`src/rtl/pipe_stage_reg.sv`:
```
// Parametrised pipeline stage register with valid/ready handshake, flush, stall and bubble masking.
// Define PIPE_STAGE_SKID_EN for the two-entry skid buffer; otherwise a single entry is held.
module pipe_stage_reg #(
    parameter int unsigned           WIDTH     = 128,
    parameter logic [WIDTH-1:0]      KILL_MASK = '0
) (
    input  logic             clk,
    input  logic             rst,
    input  logic             flush,
    input  logic             stall,
    input  logic             bubble,
    input  logic             in_valid,
    output logic             in_ready,
    input  logic [WIDTH-1:0] in_data,
    output logic             out_valid,
    input  logic             out_ready,
    output logic [WIDTH-1:0] out_data,
    output logic [1:0]       occupancy
);

    typedef enum logic [1:0] {
        EMPTY = 2'd0,
        ONE   = 2'd1,
        TWO   = 2'd2
    } state_t;

    state_t           state;
    state_t           state_next;
    logic [WIDTH-1:0] head;
    logic [WIDTH-1:0] tail;
    logic [WIDTH-1:0] head_next;
    logic [WIDTH-1:0] tail_next;
    logic             accept;
    logic             pop;

    assign occupancy = 2'(state);
    assign out_valid = (state != EMPTY) & ~stall & ~bubble;
    assign out_data  = ((state != EMPTY) ? head : '0) & (bubble ? ~KILL_MASK : '1);

`ifdef PIPE_STAGE_SKID_EN
    // Depends only on the state register and stall, never on out_ready.
    assign in_ready = ~rst & (state != TWO) & ~stall;
`else
    assign in_ready = ~rst & ~stall & ((state == EMPTY) | (out_ready & ~bubble));
`endif

    assign accept = in_valid & in_ready & ~flush & ~stall;
    assign pop    = out_valid & out_ready & ~flush;

    always_comb begin
        state_next = state;
        head_next  = head;
        tail_next  = tail;
        if (flush) begin
            state_next = EMPTY;
            head_next  = '0;
            tail_next  = '0;
        end else begin
            unique case (state)
                EMPTY: begin
                    if (accept) begin
                        state_next = ONE;
                        head_next  = in_data;
                    end
                end
                ONE: begin
                    if (accept && pop) begin
                        head_next = in_data;
                    end else if (accept) begin
`ifdef PIPE_STAGE_SKID_EN
                        state_next = TWO;
                        tail_next  = in_data;
`else
                        head_next  = in_data;
`endif
                    end else if (pop) begin
                        state_next = EMPTY;
                        head_next  = '0;
                    end
                end
                TWO: begin
                    if (pop) begin
                        state_next = ONE;
                        head_next  = tail;
                        tail_next  = '0;
                    end
                end
                default: begin
                    state_next = EMPTY;
                    head_next  = '0;
                    tail_next  = '0;
                end
            endcase
        end
    end

    always_ff @(posedge clk or posedge rst) begin
        if (rst) begin
            state <= EMPTY;
            head  <= '0;
            tail  <= '0;
        end else begin
            state <= state_next;
            head  <= head_next;
            tail  <= tail_next;
        end
    end

endmodule

```
`config.mk`:
```
export PLATFORM = sky130hd
export DESIGN_NAME = pipe_stage_reg
export DESIGN_NICKNAME = d
export VERILOG_FILES = /design/src/rtl/pipe_stage_reg.sv
export SDC_FILE = /design/constraint.sdc
export NUM_CORES = 1
export LEC_CHECK = 0
export BUFFER_PORTS_ARGS = -buffer_cell sky130_fd_sc_hd__buf_2
export CAP_MARGIN = 20
export CELL_PAD_IN_SITES_DETAIL_PLACEMENT = 0
export CELL_PAD_IN_SITES_GLOBAL_PLACEMENT = 1
export CORE_AREA = 2 2 134 169
export DETAILED_ROUTE_END_ITERATION = 10
export DIE_AREA = 0 0 136 171
export GPL_ROUTABILITY_DRIVEN = 0
export GPL_TIMING_DRIVEN = 0
export HOLD_SLACK_MARGIN = 0.03
export PLACE_DENSITY_LB_ADDON = 0.1
export SYNTH_ARGS = -nofsm -noshare
export SYNTH_HDL_FRONTEND = slang
export SYNTH_SLANG_ARGS = --single-unit
```
`constraint.sdc`:
```
create_clock -name clk -period 11.45 [get_ports clk]
set_input_delay 1.145 -clock clk [delete_from_list [all_inputs] [get_ports clk]]
set_output_delay 1.145 -clock clk [all_outputs]
set_load 0.05 [all_outputs]
```
# [Word level (Yosys, flattened, before mapping)]
# Cells that the tools add are included.
[word_totals] reg_bits=258 mem_bits_rw=0 n_memories=0 latchBits=0 wordCells=51 rom_bits=0
[op_classes] addsub=0 n_lt_le_gt_ge=0 eq_ne=9 mul=0 div=0 shift=0 muxes=17 bitwise_logic=15 reduce_logical=7
[ops] op="$mux 128" n=8
[ops] op="$pmux 128 s3" n=1
[ops] op="$pmux 128 s2" n=1
[ops] op="$ne 3x3->1 const B" n=5
[ops] op="$mux 2" n=6
[ops] op="$and 1x1->1" n=10
[ops] op="$pmux 2 s3" n=1
[ops] op="$ne 5x5->1 const B" n=1
[ops] op="$reduce_and 5->1" n=1
[ops] op="$not 1->1" n=4
[ops] op="$reduce_and 3->1" n=1
[ops] op="$eq 2x1->1 const B" n=1
[ops] op="$eq 2x2->1 const B" n=1
[ops] op="$logic_not 2->1" n=1
[ops] op="$ne 2x1->1 const B" n=1
[ops] op="$reduce_and 2->1" n=1
[ops] op="$reduce_bool 2->1" n=1
[ops] op="$reduce_or 2->1" n=1
[ops] op="$logic_and 1x1->1" n=1
[ops] op="$or 1x1->1" n=1

# [Depth between registers and ports, before layout]
[logic_depth] depth_word=11 depth_mapped=6

# [Worst setup path before layout]
# Ideal clock, no wire load.
[synth_timing] path_type="input-to-output" from="input bubble" to="output in_ready" t_arrival_ps=2505 cell_stages=2 path_buffers=0 slack_ps=7800 cell_sequence="nand2b_4 a211oi_1"
[synth_between] elab_chain_len=4
[synth_rtl] item="from (decl)" line="11" text="input logic bubble,"
[synth_rtl] item="$not 1->1" line="44" text="assign in_ready = ~rst & ~stall & ((state == EMPTY) | (out_ready & ~bubble));"
[synth_rtl] item="$and 1x1->1" line="44"
[synth_rtl] item="$or 1x1->1" line="44"
[synth_rtl] item="$and 1x1->1" line="44"
[synth_rtl] item="to (decl)" line="13" text="output logic in_ready,"
# No other way between the ends.

# [Worst setup path after layout]
[layout_timing] from="register state[0], in the netlist occupancy[0]" to="output out_data[64]"
[layout_between] elab_chain_len=2
[layout_rtl] item="from (decl)" line="27" text="state_t state;"
[layout_rtl] item="from (signal assigned)" line="103" text="state <= state_next;"
[layout_rtl] item="$reduce_bool 2->1" line="38" text="assign out_data = ((state != EMPTY) ? head : '0) & (bubble ? ~KILL_MASK : '1);"
[layout_rtl] item="$mux 128" line="38"
[layout_rtl] item="to (decl)" line="17" text="output logic [WIDTH-1:0] out_data,"
# No other way between the ends.

==> metrics.md <==
| Metric | Value |
|---|---|
| Die X | 136 µm |
| # hold bufs at CTS | 0 |
| Most frequent cell on the critical path | clkbuf_1 |
| DRT Pass-1 Iters | 5 |
| Synthesized Nets | 858 |
| Final clock period utilization by the worst path | 0.332 |
| Placement row count | 61 |
| Skew-Pair Late Insertion Delay | 0.42 ns |
| Final Max Slew Viols | 0 |
| Share of cells above drive strength 1 | 0.317 |
| CTS tree | built |
| Final Instance Count excl. Fillers | 1304 |
| Avg Cell Area, Syn | 10.4 µm² |
| Max FO, Critical Path | 10 |
| Max cap viols | 0 |
| RSZ-0062 raised after global routing | false |
| Lkg Pwr | 4.71 nW |
| Main synth FF type | dfrtp_1 |
| GRT overflow | 0 |
| Residual DRC | 0 |
| CP max stage cell | clkbuf_1 |
| Post-CTS resize count | 0 |
| Most instantiated cells after synthesis | dfrtp_1, and2_1, mux2i_1, nand2b_1, nand3b_1 |
| Worst path bufs/invs | 4 |
| Die area | 23300 µm² |
| HP Class | register to register |
| Post-synthesis async set-or-reset flop share | 1.00 |
| Area Overhead vs Synth | 30.1% |
| Total GRT Usage | 0.194 |
| Initial core utilization | 0.344 |
| Post-DP HPWL | 15700 µm |
| Core area | 21800 µm² |
| Outcome | complete, no violations |
| CP max stage delay | 0.68 ns |
| Initial antenna violation count | 2 |
| Die height | 171 µm |
| Top Family by Delay on Critical Path | buffers and inverters |
| Routed Antenna Nets | 0 |
| Synth unique cells | 17 |
| Top-area cell type share of the netlist area | 0.430 |
| Final Setup Violations | 0 |
| Post-Syn Area | 7500 µm² |
| Total Wirelength | 22300 µm |
| Cell breakdown of the critical path | clkbuf_1 > clkbuf_1 > clkbuf_1 > and2_1 > buf_2 |
| Starting DRT DRC Count | 261 |
| CP arrival | 2.66 ns |
| Setup Fix Bufs, Post-CTS | 0 |
| # clock sinks | 129 |
| Synthesized netlist cell count | 723 |
| PortBufs | 264 |
| Reg area | 3230 µm² |
| H-tree depth | 4 |
| FILL cells | 2250 |
| Yosys Warn Count | 0 |
| Routed wire per std cell | 17.1 µm |
| Worst Setup Start Kind | register |
| Leading area contributor after synthesis | dfrtp_1 |
| Vias in the first global route | 6287 |
| Via count | 6027 |
| Worst-margin pin slew | 0.955 ns |
| Post-route setup TNS | 0 ns |
| Final worst clock skew | 0.0103 ns |
| Post-synth EDFFs | 0 |
| Cells after DPL | 1271 |
| CTS Buf Count | 17 |
| Fmax | 0.263 GHz |
| CP Data Required Time | 10.31 ns |
| CP Class | register to output port |
| Worst Setup End Kind | output port |
| Final WS setup | 7.65 ns |
| Rel. slew slack | 0.364 |
| Layout Nets | 1142 |
| I/O Pins | 267 |
| Seq/Total Area, Yosys | 0.430 |
| Synth top area cells | dfrtp_1, mux2i_1, nand3b_1, and2_1, nand2b_1 |
| Min cycle time layout | 3.80 ns |
| Hold_ws | 0.545 ns |
| Synthesis-stage register bit count | 129 |
| Multi-input gate area | 3930 µm² |
| Top-count cell post-synth | dfrtp_1 |
| Vias/cell | 4.62 |
| Pwr per Cell Area | 115 nW/µm² |
| Clock root cell | clkbuf_16 |
| First-pass GRT wire length | 34900 µm |
| Final Hold Viols | 0 |
| CTS clock-pin slew for the worst setup and hold paths | 0.06 ns |
| Worst VDD drop | 0.0000975 V |
| Total power after layout | 1.13 mW |
| Clock Path Buffers | 2 |
| Setup WS pre-CTS | 7.98 ns |
| Largest net degree at the start of global routing | 68 |
## registers in the layout, summed over array words and instances (netlist names)
name       flops
head         128
occupancy      1
## per-stage QoR
step           area [µm²]  utilization
4_1_cts              9760        0.447
5_1_grt              9760        0.447
3_3_place_gp         9180        0.420
3_5_place_dp         9210        0.422
6_report             9760        0.447
2_1_floorplan        7500            -
## cells by family (layout without fill, tap and decap cells)
logic type / Yosys count / after routing / share of synthesized area
other: 1 / 2 / 0.000500
DFF: 129 / 129 / 0.430
muxes: 128 / 128 / 0.171
AOI/OAI and AO/OA: 4 / 4 / 0.00700
buffers and inverters: 74 / 371 / 0.0457
and+or+nand+nor: 387 / 387 / 0.346
## metal layers
| metal | track usage | share of wire |
|---|---|---|
| met1 | 0.251 | 0.44 |
| met2 | 0.309 | 0.47 |
| met3 | 0.0631 | 0.068 |
| met4 | 0.0543 | 0.012 |
| met5 | 0 | 0 |
## layout by cell type, fill, tap and decap left out, types with 2 or more instances in the layout
| cell type | synthesis | layout |
|---|---|---|
| clkbuf_8 | 0 | 2 |
| dfrtp_1 | 129 | 129 |
| clkinv_2 | 0 | 5 |
| buf_2 | 13 | 277 |
| clkbuf_1 | 46 | 49 |
| buf_4 | 13 | 13 |
| clkbuf_16 | 0 | 17 |
| mux2i_1 | 128 | 128 |
| clkinvlp_4 | 0 | 3 |
| nand2b_1 | 128 | 128 |
| and2_1 | 128 | 128 |
| nand3b_1 | 128 | 128 |
## area by class of cell
| cell class | count | share of cell area |
|---|---|---|
| Tap cell | 283 | 0.0363 |
| Sequential cell | 129 | 0.331 |
| Buffer | 72 | 0.0343 |
| Clock inverter | 10 | 0.00884 |
| Multi-Input combinational cell | 520 | 0.403 |
| Clock buffer | 22 | 0.0475 |
| Inverter | 2 | 0.00128 |
| Antenna cell | 1 | 0.000256 |
| Timing Repair Buffer | 265 | 0.138 |
## worst reg2reg max path, delay by kind of cell, from the launching register on
kind                   cells  cell delay (ns)
multiplexers               1             0.14
buffers and inverters      3             1.28
AND/OR/NAND/NOR            2             0.31
flip-flops                 1             0.39
## path summary, 6_finish.rpt
kind | end | from | depth (start not counted) | slack [ns]
worst max-delay path | out_data[64] | occupancy[0]$_DFFE_PP0P_ | 5 | 7.65
worst min-delay path | head[10]$_DFFE_PP0P_ | head[10]$_DFFE_PP0P_ | 2 | 0.54
worst max register to register | head[109]$_DFFE_PP0P_ | occupancy[0]$_DFFE_PP0P_ | 6 | 9.25
worst min register to register | head[10]$_DFFE_PP0P_ | head[10]$_DFFE_PP0P_ | 2 | 0.54
max in group asynchronous | head[79]$_DFFE_PP0P_ | rst | 3 | 9.82
min in group asynchronous | head[25]$_DFFE_PP0P_ | rst | 2 | 0.85
## where the power goes
group	switching [mW]	total [mW]	leakage, nW	internal (mW)
Clock	0.206	0.514	0.266	0.308
Combinational	0.0751	0.135	2.67	0.0595
Sequential	0.00729	0.479	1.78	0.471
Total	0.288	1.13	4.71	0.839
Power figures use the tool's default switching activity.
